## src/rtl/tlcd_pkg.sv

```systemverilog
// Shared Text LCD definitions: bus arbiter FSM encoding, HD44780 timing
// constants (used by tlcd_controller and custom_font_loader) and small
// width helpers.
package tlcd_pkg;

    // Bus arbiter states.
    typedef enum logic [1:0] {
        ARB_IDLE  = 2'd0,
        ARB_GRANT = 2'd1,
        ARB_GAP   = 2'd2
    } arb_state_e;

    // HD44780 timing, in cycles of a 50 MHz system clock.
    localparam int unsigned HD_POWER_ON_CYCLES = 750_000; // 15 ms after Vcc rise
    localparam int unsigned HD_E_PULSE_CYCLES  = 12;      // >= 230 ns E high
    localparam int unsigned HD_CMD_CYCLES      = 1_850;   // 37 us typical command
    localparam int unsigned HD_CLEAR_CYCLES    = 76_000;  // 1.52 ms clear/home

    // Bits needed to index NREQ requesters (at least one).
    function automatic int unsigned idx_width(input int unsigned n);
        return (n > 1) ? $clog2(n) : 1;
    endfunction

    // Bits needed to hold the value max_val (at least one).
    function automatic int unsigned cnt_width(input int unsigned max_val);
        return (max_val > 0) ? $clog2(max_val + 1) : 1;
    endfunction

endpackage

```

## src/rtl/tlcd_arb_pick.sv

```systemverilog
// Combinational winner search: returns the first asserted request at or
// after start_idx, wrapping around to index 0.
module tlcd_arb_pick
    import tlcd_pkg::*;
#(
    parameter int unsigned NREQ  = 2,
    parameter int unsigned IDX_W = idx_width(NREQ)
) (
    input  logic [NREQ-1:0]  req,
    input  logic [IDX_W-1:0] start_idx,
    output logic [NREQ-1:0]  gnt_oh,
    output logic             valid
);

    // Two passes: indices >= start first, then the wrapped-around remainder.
    always_comb begin
        gnt_oh = '0;
        valid  = 1'b0;
        for (int i = 0; i < NREQ; i++) begin
            if (!valid && req[i] && (IDX_W'(i) >= start_idx)) begin
                gnt_oh[i] = 1'b1;
                valid     = 1'b1;
            end
        end
        for (int i = 0; i < NREQ; i++) begin
            if (!valid && req[i]) begin
                gnt_oh[i] = 1'b1;
                valid     = 1'b1;
            end
        end
    end

endmodule

```

## src/rtl/tlcd_bus_arbiter.sv

```systemverilog
// Text LCD pin-bus arbiter. Grants one writer at a time (font loader = req 0,
// text renderer = req 1), passes its E/RS/RW/DATA straight to the pins,
// inserts an E-low gap between owners and reclaims the bus from an owner
// that holds it for TIMEOUT cycles.
// Build option: define TLCD_ARB_RR_EN for round-robin arbitration; by
// default the lowest asserted index wins.
module tlcd_bus_arbiter
    import tlcd_pkg::*;
#(
    parameter int unsigned NREQ       = 2,
    parameter int unsigned GAP_CYCLES = 50,
    parameter int unsigned TIMEOUT    = 400000
) (
    input  logic              CLK,
    input  logic              RESETN,
    input  logic [NREQ-1:0]   REQ,
    input  logic [NREQ-1:0]   REQ_E,
    input  logic [NREQ-1:0]   REQ_RS,
    input  logic [NREQ-1:0]   REQ_RW,
    input  logic [8*NREQ-1:0] REQ_DATA,
    output logic [NREQ-1:0]   GNT,
    output logic              BUSY,
    output logic              TIMEOUT_ERR,
    output logic              TLCD_E,
    output logic              TLCD_RS,
    output logic              TLCD_RW,
    output logic [7:0]        TLCD_DATA
);

    localparam int unsigned IDX_W  = idx_width(NREQ);
    localparam int unsigned HOLD_W = cnt_width(TIMEOUT);
    localparam int unsigned GAP_W  = cnt_width(GAP_CYCLES);
    localparam logic [HOLD_W-1:0] HOLD_LAST = HOLD_W'((TIMEOUT > 0) ? TIMEOUT - 1 : 0);
    localparam logic [GAP_W-1:0]  GAP_LAST  = GAP_W'((GAP_CYCLES > 0) ? GAP_CYCLES - 1 : 0);

    arb_state_e        state_q, state_d;
    logic [NREQ-1:0]   gnt_q, gnt_d;
    logic [HOLD_W-1:0] hold_q, hold_d;
    logic [GAP_W-1:0]  gap_q, gap_d;
    logic              err_q, err_d;
    logic              last_rs_q, last_rs_d;
    logic              last_rw_q, last_rw_d;
    logic [7:0]        last_data_q, last_data_d;

    logic [IDX_W-1:0]  start_idx;
    logic [NREQ-1:0]   pick_oh;
    logic              pick_valid;
    logic              owner_req;
    logic              sel_e, sel_rs, sel_rw;
    logic [7:0]        sel_data;

    tlcd_arb_pick #(
        .NREQ  (NREQ),
        .IDX_W (IDX_W)
    ) u_pick (
        .req       (REQ),
        .start_idx (start_idx),
        .gnt_oh    (pick_oh),
        .valid     (pick_valid)
    );

`ifdef TLCD_ARB_RR_EN
    logic [IDX_W-1:0] ptr_q, ptr_d;

    // Search begins just after the last grantee, wrapping NREQ-1 -> 0.
    always_comb begin
        start_idx = (ptr_q == IDX_W'(NREQ - 1)) ? '0 : ptr_q + 1'b1;
        ptr_d     = ptr_q;
        if (state_q == ARB_IDLE && pick_valid) begin
            for (int i = 0; i < NREQ; i++) begin
                if (pick_oh[i]) ptr_d = IDX_W'(i);
            end
        end
    end

    // Last-grantee pointer; resets to NREQ-1 so the first search starts at 0.
    always_ff @(posedge CLK or negedge RESETN) begin
        if (!RESETN) ptr_q <= IDX_W'(NREQ - 1);
        else         ptr_q <= ptr_d;
    end
`else
    assign start_idx = '0;
`endif

    // Only the granted requester reaches the pins; gnt_q is one-hot or zero.
    always_comb begin
        sel_e    = 1'b0;
        sel_rs   = 1'b0;
        sel_rw   = 1'b0;
        sel_data = 8'h00;
        for (int i = 0; i < NREQ; i++) begin
            if (gnt_q[i]) begin
                sel_e    = REQ_E[i];
                sel_rs   = REQ_RS[i];
                sel_rw   = REQ_RW[i];
                sel_data = REQ_DATA[8*i +: 8];
            end
        end
    end

    assign owner_req = |(REQ & gnt_q);

    // Next-state and counter logic for IDLE -> GRANT -> GAP -> IDLE.
    // NOTE: every always_comb target gets a default first, so no path infers a latch.
    always_comb begin
        state_d     = state_q;
        gnt_d       = gnt_q;
        hold_d      = hold_q;
        gap_d       = gap_q;
        err_d       = err_q;
        last_rs_d   = last_rs_q;
        last_rw_d   = last_rw_q;
        last_data_d = last_data_q;
        case (state_q)
            ARB_IDLE: begin
                if (pick_valid) begin
                    state_d = ARB_GRANT;
                    gnt_d   = pick_oh;
                    hold_d  = '0;
                end
            end
            ARB_GRANT: begin
                last_rs_d   = sel_rs;
                last_rw_d   = sel_rw;
                last_data_d = sel_data;
                if (!owner_req || hold_q == HOLD_LAST) begin
                    // Still requesting at the limit means the watchdog fired.
                    if (owner_req) err_d = 1'b1;
                    gnt_d   = '0;
                    gap_d   = '0;
                    state_d = (GAP_CYCLES == 0) ? ARB_IDLE : ARB_GAP;
                end else begin
                    hold_d = hold_q + 1'b1;
                end
            end
            ARB_GAP: begin
                if (gap_q == GAP_LAST) state_d = ARB_IDLE;
                else                   gap_d   = gap_q + 1'b1;
            end
            default: begin
                state_d = ARB_IDLE;
                gnt_d   = '0;
            end
        endcase
    end

    // State, grant, counters, sticky error and last-driven pin values.
    // NOTE: non-blocking assignments so every flop samples pre-edge values.
    always_ff @(posedge CLK or negedge RESETN) begin
        if (!RESETN) begin
            state_q     <= ARB_IDLE;
            gnt_q       <= '0;
            hold_q      <= '0;
            gap_q       <= '0;
            err_q       <= 1'b0;
            last_rs_q   <= 1'b0;
            last_rw_q   <= 1'b0;
            last_data_q <= 8'h00;
        end else begin
            state_q     <= state_d;
            gnt_q       <= gnt_d;
            hold_q      <= hold_d;
            gap_q       <= gap_d;
            err_q       <= err_d;
            last_rs_q   <= last_rs_d;
            last_rw_q   <= last_rw_d;
            last_data_q <= last_data_d;
        end
    end

    // Pin drive: owner pass-through, E forced low in GAP, quiet bus in IDLE.
    always_comb begin
        TLCD_E    = 1'b0;
        TLCD_RS   = 1'b0;
        TLCD_RW   = 1'b0;
        TLCD_DATA = 8'h00;
        case (state_q)
            ARB_GRANT: begin
                TLCD_E    = sel_e;
                TLCD_RS   = sel_rs;
                TLCD_RW   = sel_rw;
                TLCD_DATA = sel_data;
            end
            ARB_GAP: begin
                TLCD_RS   = last_rs_q;
                TLCD_RW   = last_rw_q;
                TLCD_DATA = last_data_q;
            end
            default: ;
        endcase
    end

    assign GNT         = gnt_q;
    assign BUSY        = (state_q != ARB_IDLE);
    assign TIMEOUT_ERR = err_q;

endmodule

```

## config.mk

```make
export PLATFORM = sky130hd
export DESIGN_NAME = tlcd_bus_arbiter
export DESIGN_NICKNAME = d
export VERILOG_FILES = /design/src/rtl/tlcd_pkg.sv /design/src/rtl/tlcd_arb_pick.sv /design/src/rtl/tlcd_bus_arbiter.sv
export SDC_FILE = /design/constraint.sdc
export NUM_CORES = 1
export LEC_CHECK = 0
export ABC_AREA = 1
export CORE_MARGIN = 1
export CORE_UTILIZATION = 24
export CTS_CLUSTER_SIZE = 8
export DETAILED_ROUTE_END_ITERATION = 16
export HOLD_SLACK_MARGIN = 0.15
export PLACE_DENSITY = 0.41
export SETUP_SLACK_MARGIN = 0.05
export SYNTH_ARGS = -nofsm -noshare
export SYNTH_HDL_FRONTEND = slang
export SYNTH_SLANG_ARGS = --single-unit
```

## constraint.sdc

```tcl
create_clock -name CLK -period 1.9 [get_ports CLK]
set_clock_uncertainty 0.15 [all_clocks]
set_input_delay 0.19 -clock CLK [delete_from_list [all_inputs] [get_ports CLK]]
set_output_delay 0.19 -clock CLK [all_outputs]
set_load 0.005 [all_outputs]
```

==> out/qor.yml, run 1 <==
fp.dieW_um: 106
path_clk_slew_ns: 0.09
cap_viol_max_count: 0
cp-end-kind: "primary output"
combinationalPowerShare_pct: 60.7
drive_gt1_share_pct: 31.3
grt_pass1_vias: 2719
p_per_area_nw_per_um2: 1110
diodes: 0
grt_max_degree: 19
htree_levels: 2
grt_pass1_wl_mm: 13.1
reg2regPathDepth: 11
vias_per_cell: 4.45
clockBufferDepth: 2
fp-row-count: 37
fin_setup_tns_ns: 0
slowest_delay_ns: 0.39
rsz0062_at_grt: "yes"
synthDistinctLibCells: 31
slowest_stage: "dfrtp_1"
seq_area_frac_synth_pct: 38.7
port_buffers: 40
cts_buffers: 5
clkPwrFrac_pct: 13.7
track_usage_pct: 15.0
timing.fmax_ghz: 0.529
clk_latency_ns: 0.30
syn_inst: 382
start_util_pct: 24.9
path_cells: "inv_2 > ha_4 > inv_4 > buf_6 > a21oi_2 > o21ai_2 > a21oi_2 > buf_2"
r2r-start: "state_q[1]$_DFFE_PN0P_"
drcViolationCount: 0
status: "complete, no violations"
finalPower_mw: 4.53
die_h_um: 106
slew_headroom_pct: 75.7
post-route-util_pct: 39.2
critPathKind: "reg -> out"
cellLeakagePower_nw: 1.85
antenna_found_initial: 0
hold_viol: 0
die_area_um2: 11200
vias: 2793
seqCellArea_um2: 1010
reg2reg_slack_ns: 0.03
routedWlPerCell_um: 13.0
ant_nets: 0
synth_area_per_cell_um2: 6.77
cp_data_arrival_time_ns: 1.55
fill_cells: 1117
holdCritPathClass: "in -> async"
fin_crit_sh_pct: 99.6
clkSinkCount: 40
startpoint_type: "flop"
nNetsFinal: 523
pre_cts_slack_ns: -0.197
cts_tree: "yes"
layout_min_cycle_time_ns: 1.89
core_um2: 10400
critPathTopFamily: "flip-flops"
setup_viol: 0
overflow: 0
ys_ff_latch: 40
power.switching_mw: 1.93
worst_pin_slew_ns: 0.364
slew_viol_final: 0
ios: 41
gp_congestion: 0.806
power.share.switching_pct: 42.6
drt_iter0_drc: 69
required_ns: 1.56
final_cell_mix: "nand2_1, buf_4, nor2_1, dfrtp_1, nand3_1"
syn2layout_area_growth_pct: 57.3
hpwl_mm: 5.65
multi_input_area_um2: 1680
p_int_mw: 2.60
max-vdd-ir-drop_mv: 0.487
r2r_end: "hold_q[5]$_DFFE_PN0P_"
worst_path_most_repeated_cell: "a21oi_2"
ctsRootBufferMaster: "clkbuf_8"
hold_slack_ns: 0.168
cp_max_fo: 5
p_seq_share_pct: 25.6
final_common_cell: "nand2_1"
wl_mm: 8.18
syn-num-nets: 414
drt_pass1_iterations: 4
synth-warning-count: 0
synth_area_um2: 2580
crit_buf_inv: 4
fin_ws_ns: 0.00810
cells in the mapped netlist, drive strengths merged:
master	instances	area, µm²
buf	3	23.8
or2	1	6.26
a21o	1	7.51
clkbuf	8	30.0
dfrtp	40	1000
xor2	3	26.3
nor2	39	151
nor3b	1	7.51
ha	6	75.1
nand3	33	175
nand2	156	622
o21bai	3	22.5
inv	28	105
o21ai	20	100
xnor2	3	26.3
nand4	10	62.6
o211ai	1	7.51
a22o	1	8.76
a21oi	21	109
clkinv	2	7.51
nor3	2	10.0
final cells by class:
| class | instances | area share, % |
|---|---|---|
| clock buffers | 8 | 2.22 |
| inverters | 30 | 3.02 |
| multi-input cells | 303 | 41.3 |
| flip-flops and latches | 40 | 24.7 |
| well taps | 136 | 4.18 |
| repair buffers | 111 | 24.6 |
flip-flops by register name, indices dropped and copies added, names as in the netlist:
signal	cells
gap_q	6
last_data_q	8
last_rs_q	1
TIMEOUT_ERR	1
last_rw_q	1
hold_q	19
state_q	2
GNT	2
worst register-to-register path, delay by kind of cell (launching register included):
kind,cells,cell delay (ns)
adders and majority gates,1,0.14
buffers and inverters,5,0.54
DFF,1,0.39
AOI/OAI and AO/OA,1,0.16
and+or+nand+nor,4,0.42
timing repair:
action	4_1_cts	5_1_grt
hold buffers	1	0
setup buffers	18	10
pin swaps	9	23
resized for setup	83	64
gates cloned	2	2
endpoints found under the setup margin	39	43
endpoints found under the hold margin	40	0
metrics by stage:
stage                     instance area [µm²]  cells
after floorplan                          2580    382
after global placement                   3450    589
after detailed placement                 3450    589
after CTS                                3760    618
after global routing                     4070    628
final                                    4070    628
power groups by stage:
stage | logic [mW] | registers [mW] | clock network, mW
finish | 2.75 | 1.16 | 0.622
global route | 2.99 | 1.18 | 0.684
CTS | 2.27 | 1.14 | 0.646
detailed placement | 1.85 | 1.15 | 0
global placement | 1.85 | 1.15 | 0
floorplan | 0.954 | 1.13 | 0
logic make-up after synthesis:
family          share of synthesized area (%)
xor+xnor                                 2.03
compound gates                           9.87
fa+ha+maj                                2.90
buf+inv                                  6.44
simple gates                             40.0
flops                                    38.7
worst max path at each step:
stage	startpoint	end	slack, ns	cells past startpoint
final	state_q[1]$_DFFE_PN0P_	TLCD_RW	0.008	8
after global routing	state_q[1]$_DFFE_PN0P_	TLCD_RW	-0.07	8
after CTS	state_q[1]$_DFFE_PN0P_	TLCD_DATA[6]	-0.08	8
after detailed placement	state_q[1]$_DFFE_PN0P_	TLCD_DATA[6]	-0.20	8
after global placement	state_q[1]$_DFFE_PN0P_	TLCD_DATA[6]	-0.18	8
after floorplan	state_q[1]$_DFFE_PN0P_	hold_q[2]$_DFFE_PN0P_	0.14	10
metal layers:
| metal | GRT usage (%) | share of wire (%) | vias up |
|---|---|---|---|
| li1 | - | - | 1450 |
| met1 | 18.9 | 47 | 1280 |
| met2 | 26.5 | 49 | 54 |
| met3 | 2.47 | 3.4 | 9 |
| met4 | 3.47 | 0.97 | 0 |
| met5 | 0 | 0 | - |
(Power assumes the default switching activity.)
==> inputs of run 2 (changes only) <==
CORE_UTILIZATION = 54   (was 24)
PLACE_DENSITY = 0.79   (was 0.41)
==> run 2 against run 1 <==
Against the previous run: the flow now finishes with violations (setup timing); count of clock-buffer cells in the layout fell by 3; cell count fell by 17%; non-clock buffer count shrank 22; flip-flop and latch count unchanged; core utilization is 41 points higher; total power decreased by 11%; wire length down 4.5%; global-route usage grew 14 points; design area shrank 12%; critical path type unchanged; critical endpoint is now TLCD_DATA[2]; highest routed layer unchanged.
==> out/qor.yml, run 2 (synthesis gave the netlist of run 1 again) <==
ios: 41  # unchanged
worst_pin_slew_ns: 0.571  # was 0.364 ns
critPathKind: "reg -> out"  # unchanged
vias_per_cell: 5.49  # was 4.45
pre_cts_slack_ns: -0.255  # was -0.197 ns
diodes: 0  # unchanged
violations: "setup timing"
cellLeakagePower_nw: 1.72  # was 1.85 nW
grt_pass1_vias: 2592  # was 2719
fill_cells: 297  # was 1117
antenna_found_initial: 0  # unchanged
gp_congestion: 0.890  # was 0.806
clk_latency_ns: 0.31  # was 0.30 ns
routedWlPerCell_um: 15.0  # was 13.0 µm
drt_iter0_drc: 224  # was 69
start_util_pct: 57.8  # was 24.9%
path_cells: "buf_6 > ha_4 > inv_4 > clkbuf_16 > a21oi_2 > o21ai_2 > a21oi_1 > buf_2"  # was inv_2 > ha_4 > inv_4 > buf_6 > a21oi_2 > o21ai_2 > a21oi_2 > buf_2
slowest_stage: "dfrtp_1"  # unchanged
clockBufferDepth: 2  # unchanged
overflow: 0  # unchanged
htree_levels: 2  # unchanged
slew_viol_final: 0  # unchanged
core_um2: 4470  # was 10400 µm²
dp_cells: 495  # was 589
rsz0062_at_grt: "yes"  # unchanged
hold_viol: 0  # unchanged
required_ns: 1.56  # about the same
hpwl_mm: 4.88  # was 5.65 mm
grt_pass1_wl_mm: 11.7  # was 13.1 mm
cp-end-kind: "primary output"  # unchanged
final_cells: 521  # was 628
nNetsFinal: 500  # was 523
grt_max_degree: 22  # was 19
wl_mm: 7.81  # was 8.18 mm
drt_pass1_iterations: 4  # unchanged
largest_reg_flops: 19  # unchanged
path_clk_slew_ns: 0.09  # about the same
fin_ws_ns: -0.160  # was 0.00810 ns
p_per_area_nw_per_um2: 1130  # was 1110 nW/µm²
cp_max_fo: 4  # was 5
drcViolationCount: 0  # unchanged
crit_buf_inv: 4  # unchanged
syn2layout_area_growth_pct: 39.1  # was 57.3%
ctsRootBufferMaster: "clkbuf_8"  # unchanged
timing.fmax_ghz: 0.486  # was 0.529 GHz
holdCritPathClass: "in -> async"  # unchanged
fp.dieW_um: 71.2  # was 106 µm
cts_tree: "yes"  # unchanged
status: "finished with violations"  # was complete, no violations
setup_viol: 23  # was 0
slew_headroom_pct: 61.8  # was 75.7%
top_register: "hold_q"  # unchanged
cts_buffers: 5  # unchanged
max-vdd-ir-drop_mv: 0.878  # was 0.487 mV
layout_min_cycle_time_ns: 2.06  # was 1.89 ns
critPathTopFamily: "buffers and inverters"  # was flip-flops
vias: 2859  # was 2793
multi_input_area_um2: 1540  # was 1680 µm²
clkSinkCount: 40  # unchanged
reg_top3: "hold_q x19, last_data_q x8, gap_q x6"  # unchanged
cap_viol_max_count: 0  # unchanged
die_h_um: 71.2  # was 106 µm
fin_crit_sh_pct: 108  # was 99.6%
seqCellArea_um2: 1000  # was 1010 µm²
track_usage_pct: 29.5  # was 15.0%
cp_data_arrival_time_ns: 1.72  # was 1.55 ns
final_cell_mix: "nand2_1, buf_4, dfrtp_1, nor2_1, nand3_1"  # was nand2_1, buf_4, nor2_1, dfrtp_1, nand3_1
startpoint_type: "flop"  # unchanged
final_common_cell: "nand2_1"  # unchanged
ant_nets: 0  # unchanged
port_buffers: 40  # unchanged
die_area_um2: 5070  # was 11200 µm²
fp-row-count: 24  # was 37
drive_gt1_share_pct: 22.0  # was 31.3%
slowest_delay_ns: 0.41  # was 0.39 ns
run 2: cell types whose count changed in the layout (fill, tap and decap cells not counted), moves of 6 or more:
cell and delta:
nand2_1 +13, nand2_2 -12, buf_4 -11, buf_6 -9
a21oi_1 +7, a21oi_2 -7, o21ai_0 +6
run 2: per-stage QoR:
step                instance area (µm²)  utilization [%]  hold WS, ns  TNS [ns]  total power, mW
detailed placement                 3260             72.8       0.0236     -3.80             2.89
global placement                   3260             72.8       0.0262     -1.86             2.83
global route                       3590             80.3        0.259     -3.64             4.27
CTS                                3420             76.5        0.238    -0.515             3.59
floorplan                          2580                -       -0.256         0             2.08
finish                             3590             80.3        0.216     -1.12             4.05
run 2: worst paths after layout:
kind / endpoint / cells after the start / from / slack (ns)
max: TLCD_DATA[2] / 8 / state_q[0]$_DFFE_PN0P_ / -0.16
min reg2reg: TIMEOUT_ERR$_DFFE_PN0P_ / 1 / TIMEOUT_ERR$_DFFE_PN0P_ / 0.34
max in group asynchronous: GNT[0]$_DFFE_PN0P_ / 3 / RESETN / 0.88
max reg2reg: hold_q[2]$_DFFE_PN0P_ / 10 / state_q[0]$_DFFE_PN0P_ / -0.05
min in group CLK: TIMEOUT_ERR$_DFFE_PN0P_ / 1 / TIMEOUT_ERR$_DFFE_PN0P_ / 0.34
min: hold_q[13]$_DFFE_PN0P_ / 2 / RESETN / 0.22
run 2: what timing repair did:
action                                  4_1_cts  5_1_grt
hold buffers                                  1        0
buffers inserted                              7        8
gates cloned                                  0        2
pin swaps                                    10       12
endpoints found under the setup margin       40       41
gates resized for setup                      63       22
endpoints found under the hold margin        40        0
run 2: worst register-to-register path: stages (launching register included):
cell	delay, ns
dfrtp_1	0.42
buf_6	0.14
ha_4	0.16
inv_4	0.09
buf_4	0.24
a21oi_4	0.07
nand2_4	0.17
nand2_8	0.10
buf_12	0.16
nand3_1	0.08
nand2_1	0.08
run 2: layer usage:
metal  GRT usage, %  wire length, µm  up-vias
met2           49.7             3840      127
li1               -                -     1400
met3           5.27              537       22
met1           37.9             3230     1310
met5              0                0        -
met4           10.7              198        0
run 2: layout make-up:
cell class,instances,area share [%]
Multi-Input combinational cell,302,42.8
Sequential cell,40,27.9
Timing Repair Buffer,89,21.8
Inverter,30,3.20
Clock buffer,5,1.91
Tap cell,52,1.81
Clock inverter,3,0.522
run 2: where the power goes:
group / switching, mW / internal (mW) / total, mW
clock network: 0.329 / 0.256 / 0.585
logic: 1.29 / 1.02 / 2.31
registers: 0.137 / 1.02 / 1.16
total: 1.76 / 2.29 / 4.05
